$ cat src/rtl/universal_shift_reg_burst.sv
// Parametrised universal shift register: hold/shift/load/rotate/arith-shift plus an
// auto-shift burst mode that walks a loaded word N positions with busy/done status.
module universal_shift_reg_burst #(
   parameter int WIDTH = 8,
   parameter int CNT_W = $clog2(WIDTH + 1)
) (
   input  logic             clk,
   input  logic             rst,
   input  logic             en,
   input  logic [2:0]       sel,
   input  logic             serial_in,
   input  logic [WIDTH-1:0] parallel_in,
   input  logic [CNT_W-1:0] count,
   input  logic             dir,
   output logic [WIDTH-1:0] q,
   output logic             sout_r,
   output logic             sout_l,
   output logic             busy,
   output logic             done
);

   localparam logic [CNT_W-1:0] MAX_CNT = CNT_W'(WIDTH);

   // Burst length never exceeds WIDTH: beyond that the word is already fully refilled.
   function automatic logic [CNT_W-1:0] sat_count(input logic [CNT_W-1:0] c);
      if (c > MAX_CNT) return MAX_CNT;
      return c;
   endfunction

   logic [CNT_W-1:0]        rem;
   logic                    dir_lat;
   logic [WIDTH-1:0]        q_nxt;
   logic [CNT_W-1:0]        rem_nxt;
   logic                    dir_nxt;
   logic                    done_nxt;
   logic [CNT_W-1:0]        burst_cnt;
   logic signed [WIDTH-1:0] q_s;

   assign q_s    = q;
   assign busy   = (rem != '0);
   assign sout_r = q[0];
   assign sout_l = q[WIDTH-1];

   always_comb begin
      q_nxt     = q;
      rem_nxt   = rem;
      dir_nxt   = dir_lat;
      done_nxt  = 1'b0;
      burst_cnt = sat_count(count);
      if (busy) begin
         q_nxt    = dir_lat ? {q[WIDTH-2:0], serial_in} : {serial_in, q[WIDTH-1:1]};
         rem_nxt  = rem - CNT_W'(1);
         done_nxt = (rem == CNT_W'(1));
      end else if (en) begin
         case (sel)
            3'b001:  q_nxt = {serial_in, q[WIDTH-1:1]};
            3'b010:  q_nxt = {q[WIDTH-2:0], serial_in};
            3'b011:  q_nxt = parallel_in;
            3'b100:  q_nxt = {q[0], q[WIDTH-1:1]};
            3'b101:  q_nxt = {q[WIDTH-2:0], q[WIDTH-1]};
            3'b110:  q_nxt = q_s >>> 1;
            3'b111: begin
               // Start edge only latches the job; a zero-length burst completes immediately.
               rem_nxt  = burst_cnt;
               dir_nxt  = dir;
               done_nxt = (burst_cnt == '0);
            end
            default: q_nxt = q;
         endcase
      end
   end

   always_ff @(posedge clk) begin
      if (rst) begin
         q       <= '0;
         rem     <= '0;
         dir_lat <= 1'b0;
         done    <= 1'b0;
      end else begin
         q       <= q_nxt;
         rem     <= rem_nxt;
         dir_lat <= dir_nxt;
         done    <= done_nxt;
      end
   end

endmodule

$ cat config.mk
export PLATFORM = sky130hd
export DESIGN_NAME = universal_shift_reg_burst
export DESIGN_NICKNAME = d
export VERILOG_FILES = /design/src/rtl/universal_shift_reg_burst.sv
export SDC_FILE = /design/constraint.sdc
export NUM_CORES = 1
export LEC_CHECK = 0
export ABC_AREA = 0
export CAP_MARGIN = 20
export CORE_MARGIN = 1
export CORE_UTILIZATION = 30
export DETAILED_ROUTE_END_ITERATION = 8
export HOLD_SLACK_MARGIN = 0.15
export SLEW_MARGIN = 10
export SYNTH_ARGS = -nofsm -noshare
export SYNTH_HDL_FRONTEND = slang
export SYNTH_SLANG_ARGS = --single-unit
$ cat constraint.sdc
create_clock -name clk -period 1.7 [get_ports clk]
set_input_delay 0.34 -clock clk [delete_from_list [all_inputs] [get_ports clk]]
set_output_delay 0.34 -clock clk [all_outputs]
set_load 0.01 [all_outputs]
==> flow_metrics.tcl <==
set metrics [dict create \
    synth_cells 142 \
    power_frac_clock_pct 12.8 \
    path_max_fanout 6 \
    grt_usage_pct 17.5 \
    tritoncts "built" \
    synthAdderAreaFrac_pct 2.20 \
    critPathMaxStageDelay_ns 0.58 \
    core.rowCount 22 \
    synthToLayoutAreaGrowth_pct 55.3 \
    synth_compound_area_share_pct 38.5 \
    die_height_um 63.6 \
    path_cells "clkdlybuf4s50_1" \
    wl_per_cell_um 13.7 \
    crit_cells 1 \
    max-clock-path-buffers 2 \
    cts_buffers 3 \
    start_util_pct 31.1 \
    worst_path_max_delay_cell "clkdlybuf4s50_1" \
    dr.pass1.iters 4 \
    skew_ns 0.00520 \
    die_w_um 63.6 \
    clk_latency_ns 0.24 \
    nets 220 \
    synth_xor_area_share_pct 0.768 \
    min_from "rem[3]$_SDFFE_PP0P_" \
    diodes 0 \
    power-per-cell-area_mw_per_mm2 1430 \
    htreeDepth 1 \
    p_int_mw 1.51 \
    synth_common_cells "a211oi_1, a21oi_1, dfxtp_1" \
    synth_edf_count 0 \
    regToRegStartpoint "rem[1]$_SDFFE_PP0P_" \
    cts_sinks 14 \
    crit_buf_inv 1 \
    viasPerCell 5.23 \
    finalCritPeriodShare_pct 96.0 \
    syn_nets 164 \
    die_area_mm2 0.00405 \
    port_buffers 31 \
    hold_viol_final 0 \
    synth_top_family_by_area "compound AO/OA/AOI/OAI gates" \
    synthFlopType "dfxtp_1" \
    vias 1281 \
    required_ns 1.36 \
    drv_cap 0 \
    yosys.area_share.simple_pct 23.6 \
    cp_top_family "buffers and inverters" \
    place_congestion 0.844 \
    seq_area_frac_synth_pct 24.6 \
    min_period_ns 1.63 \
    post-route-util_pct 48.4 \
    path_class "flop to output pin" \
    tns_ns 0 \
    crit_start "q[0]$_SDFFE_PP0P_" \
    p_leak_nw 0.673 \
    netlist.area_leader.share_pct 24.6 \
    yosysWarnings 0 \
    worst_setup_hold_path_clk_slew_ns 0.06 \
    syn_area_per_cell_um2 8.03 \
    grt_pass1_wl_um 5600 \
    cts_root_buffer "clkbuf_8" \
    end_kind "output pin" \
    antenna_found_initial 0 \
    yosys_register_bits 14 \
    p_switching_mw 1.03 \
    async_flop_share_pct 0 \
    synthMuxAreaShare_pct 2.74 \
    instances_no_fill 245 \
    dp_hpwl_um 2580 \
    vdd_drop_max_v 0.000890 \
    drc 0 \
    setup_viol 0 \
    critPathLaunchType "flop" \
    wl_um 3360 \
    fmax_mhz 613 \
    io_pins 32 \
    comb_power_share_pct 61.7 \
    rsz0062_at_grt "yes" \
    syn_area_mm2 0.00114 \
    drive_gt1_share_pct 24.9 \
    synth_cell_type_count 41 \
    arrival_ns 1.29 \
    dp.cells 239 \
    grt_max_degree 17 \
    min_path_cells 2 \
    ant_nets 0 \
    hp-class "flop to flop" \
    r2r_cells 7 \
    grt_overflow_total 0 \
    yosysTopAreaCell "dfxtp_1" \
    drv_slew 0 \
    first_global_vias 1274 \
    p_sw_share_pct 40.5 \
    status "finished clean" \
    worst_slew_pin_slew_ns 0.578 \
    core_area_mm2 0.00366 \
    synth.area.top_cells "dfxtp_1, a211oi_1, a21oi_1, nor2b_1, nand2b_1" \
    slew_headroom_pct 61.4 \
    seq_power_share_pct 25.6 \
    first_iter_violations 60 \
]
-- worst reg2reg max path, stage by stage, from the launching register on --
cell and delay, ns:
dfxtp_1 0.30, inv_1 0.07, ha_2 0.17, nor3b_4 0.23
inv_4 0.04, buf_4 0.18, a22o_1 0.22, a311oi_1 0.19
-- cells by family after synthesis --
family                   count (synthesis)
AND/OR/NAND/NOR                         44
XOR/XNOR                                 1
adder cells (fa/ha/maj)                  2
AO/OA/AOI/OAI                           62
multiplexers                             3
buffers and inverters                   16
flip-flops                              14
-- sequential cells by signal (all words and copies together), names as in the netlist --
signal	count
dir_lat	1
done	1
q	8
rem	4
-- power by group through the flow --
stage          Combinational [mW]  Sequential, mW  Clock, mW
4_1_cts                      1.54           0.646      0.335
6_report                     1.56           0.647      0.323
3_3_place_gp                 1.54           0.647          0
5_1_grt                      1.73           0.671      0.353
3_5_place_dp                 1.55           0.652          0
2_1_floorplan               0.831           0.691          0
-- cells in the final DEF, fill, tap and decap left out, types with 4 or more instances in the layout --
cell type,n
buf_4,30
inv_1,4
nor2_1,5
a21oi_1,15
clkdlybuf4s50_1,29
nand2_1,6
a31oi_1,4
o221ai_1,5
nor2b_1,10
dfxtp_1,14
clkbuf_8,4
o21ai_0,5
a211oi_1,14
nand2b_1,11
-- final cells by class --
cell class | instances | area [um^2]
Tap cell | 48 | 60.1
Multi-Input combinational cell | 112 | 810
Timing Repair Buffer | 62 | 544
Fill cell | 346 | 1890
Clock buffer | 4 | 55.1
Inverter | 5 | 21.3
Sequential cell | 14 | 280
-- path summary, 6_finish.rpt --
path,slack [ns],endpoint
max,0.07,q[0]
min,0.54,rem[3]$_SDFFE_PP0P_
max reg2reg,0.20,q[0]$_SDFFE_PP0P_
min reg2reg,0.54,rem[3]$_SDFFE_PP0P_
-- routing by layer --
metal / up-vias / track usage, % / part of all wire (%)
met3: 6 / 3.08 / 1.3
met1: 610 / 23.0 / 48
met5: - / 0 / 0
li1: 649 / - / -
met4: 0 / 7.95 / 2.1
met2: 16 / 27.5 / 49
-- repair_timing --
action / 4_1_cts / 5_1_grt
gates resized for setup: 2 / 11
setup buffers: 0 / 2
setup endpoints to repair: 2 / 9
pin swaps: 0 / 2
hold buffers: 0 / 0
-- metrics by stage --
step	hold slack [ns]	worst slack, ns	total power, mW	cell area [um^2]
global route	0.576	-0.0127	2.76	1770
finish	0.538	0.0684	2.53	1770
floorplan	0.412	0.0884	1.52	1140
detailed placement	0.539	-0.250	2.20	1660
global placement	0.520	-0.217	2.18	1660
CTS	0.548	0.00390	2.52	1720
Note: power is estimated with default switching activity, not from simulation.
==> patch, RTL diff (same flow settings) <==
Register the input `parallel_in` before use, cleared by the reset. The logic sees it one clock later. The other inputs are not delayed to match.
--- a/src/rtl/universal_shift_reg_burst.sv
+++ b/src/rtl/universal_shift_reg_burst.sv
@@ -20,6 +20,16 @@
 );
 
    localparam logic [CNT_W-1:0] MAX_CNT = CNT_W'(WIDTH);
+
+   logic [WIDTH-1:0] parallel_q;
+
+   always_ff @(posedge clk) begin
+      if (rst) begin
+         parallel_q <= '0;
+      end else begin
+         parallel_q <= parallel_in;
+      end
+   end
 
    // Burst length never exceeds WIDTH: beyond that the word is already fully refilled.
    function automatic logic [CNT_W-1:0] sat_count(input logic [CNT_W-1:0] c);
@@ -55,7 +65,7 @@
          case (sel)
             3'b001:  q_nxt = {serial_in, q[WIDTH-1:1]};
             3'b010:  q_nxt = {q[WIDTH-2:0], serial_in};
-            3'b011:  q_nxt = parallel_in;
+            3'b011:  q_nxt = parallel_q;
             3'b100:  q_nxt = {q[0], q[WIDTH-1:1]};
             3'b101:  q_nxt = {q[WIDTH-2:0], q[WIDTH-1]};
             3'b110:  q_nxt = q_s >>> 1;
Behaviour: not the same (Yosys sat finds a counterexample within 4 cycles, from zero or initial values and one cycle with rst high).
==> patch against the original RTL <==
Largest power group unchanged. Sequential cell count up 8. Critical path type unchanged. Total power grew 1.4%. Area after synthesis up 22%. Setup slack improved by 32 ps. Hold slack improved by 25 ps. Highest routed layer unchanged. Final area rose by 15%. Global-route usage down 2.0 points. Wire length rose by 9.6%.
==> patch: results (changes against the original RTL) <==
* Slew margin rel. at 70.0% (was 61.4%)
* Largest net degree at the start of global routing at 16 (was 17)
* Crit path from: q[2] (was q[0])
* Worst vdd ir at 456 uV (was 890 uV)
* Fin Clk Skew at 5.82 ps (was 5.20 ps)
* CTS H-tree depth at 1 (unchanged)
* Clock Pin Slew Worst Setup and Hold Paths at 80 ps (was 60 ps)
* First-pass GRT wire length at 6150 um (was 5600 um)
* Drt first-iter violations at 59 (was 60)
* Area contributors post-synth: dfxtp_1 (32%), a211oi_1 (7.5%), nor2b_1 (6.7%), a21oi_1 (4.7%), buf_4 (3.2%) (was dfxtp_1 (25%), a211oi_1 (9.9%), a21oi_1 (6.6%), nor2b_1 (6.6%), nand2b_1 (6.0%))
* Leakage at 0.813 nW (was 0.673 nW)
* Reg-to-Reg Start: rem[1] (unchanged)
* Worst-path maximum fanout at 6 (unchanged)
* Commonest cells in the netlist: dfxtp_1 (22), nor2b_1 (15), a211oi_1 (14), a21oi_1 (13), nand2b_1 (7) (was a211oi_1 (15), a21oi_1 (15), dfxtp_1 (14), nor2b_1 (12), nand2b_1 (11))
* Share of layout cells above drive strength 1 at 26.9% (was 24.9%)
* Status: finished clean (unchanged)
* Sequential element share of the synthesized area at 31.6% (was 24.6%)
* Worst endpoint data arrival time at 1260 ps (was 1290 ps)
* Worst Hold Launch: rem[3] (unchanged)
* Synthesis Warnings at 0 (unchanged)
* Worst-case hold slack at 563 ps (was 538 ps)
* Filler cell count at 467 (was 346)
* Syn nets at 183 (was 164)
* Gr usage total at 15.5% (was 17.5%)
* Largest registers: parallel_q: 8 flops, q: 8 flops, rem: 4 flops (was q: 8 flops, rem: 4 flops)
* Vias/cell at 5.25 (was 5.23)
* Vias in the first global route at 1368 (was 1274)
* Fin nets at 240 (was 220)
* Distinct cells, synth at 48 (was 41)
* Detail Placement HPWL at 2720 um (was 2580 um)
* Flop2flop setup slack at 140 ps (was 200 ps)
* Ant diodes at 0 (unchanged)
* Cell family with most CP delay: buffers and inverters (unchanged)
* Total wire length at 3690 um (was 3360 um)
* Gpl congestion at 0.804 (was 0.844)
* Asr flop ratio synth at 0% (unchanged)
* Total CTS buffers at 3 (unchanged)
* IO buf count at 31 (unchanged)
* Critical Path Max Stage Delay at 570 ps
* Worst skew pair latency at 260 ps (was 240 ps)
[patch: changes by cell type in the layout (fill, tap and decap cells not counted), moves of 3 or more]
cell      change
inv_2         +3
nand3_1       +4
dfxtp_1       +8
nor2b_1       +5
a21oi_1       -3
o21ai_0       -3
nand2b_1      -4
[patch: worst paths after layout]
check	to	cells after the start
hold / removal	rem[3]	2
setup / recovery	q[2]	1
hold reg to reg	rem[3]	2
setup reg to reg	q[0]	7
[patch: what timing repair did]
item / 4_1_cts / 5_1_grt
setup endpoints to repair: 10 / 11
gates cloned: 0 / 1
resized for setup: 4 / 15
pin swaps: 0 / 4
buffers inserted: 0 / 1
[patch: logic make-up after synthesis]
family / after synthesis / share of synthesized area [%]
multiplexers: 4 / 2.96
adder cells (fa/ha/maj): 2 / 1.80
AND/OR/NAND/NOR: 53 / 23.8
XOR/XNOR: 1 / 0.628
flip-flops: 22 / 31.6
AO/OA/AOI/OAI: 58 / 31.1
buffers and inverters: 21 / 8.17
[patch: per-stage QoR]
stage / area, sq um / std cells / worst slack, ps
after floorplan: 1390 / 161 / 119
after global placement: 1940 / 263 / -316
after detailed placement: 1940 / 263 / -367
after CTS: 1990 / 266 / -11.4
after global routing: 2040 / 268 / 31.0
final: 2040 / 268 / 100
[patch: tightest hold or removal path: stages, from the launching register on]
cell	delay [ps]
dfxtp_1	370
o31ai_1	90
a21oi_1	60
[patch: metal layers]
layer / track usage (%) / wire length (um) / share of wire (%) / vias up
met5: 0 / 0 / 0 / -
met4: 3.78 / 17 / 0.46 / 0
met3: 3.46 / 124 / 3.4 / 2
met2: 28.1 / 1790 / 49 / 29
met1: 18.4 / 1750 / 48 / 658
li1: - / - / - / 719
[patch: layout make-up]
type | count | area share, %
timing repair buffer | 66 | 28.7
clock buffer | 3 | 2.02
sequential | 22 | 21.6
inverter | 7 | 1.29
multi-input combinational | 118 | 43.3
tap | 52 | 3.18
[patch: where the power goes]
group | leakage, nW | internal (mW) | switching (mW) | total, mW
clock | 0.0216 | 0.158 | 0.160 | 0.318
sequential | 0.182 | 0.641 | 0.126 | 0.767
combinational | 0.610 | 0.803 | 0.679 | 1.48
total | 0.813 | 1.60 | 0.966 | 2.57
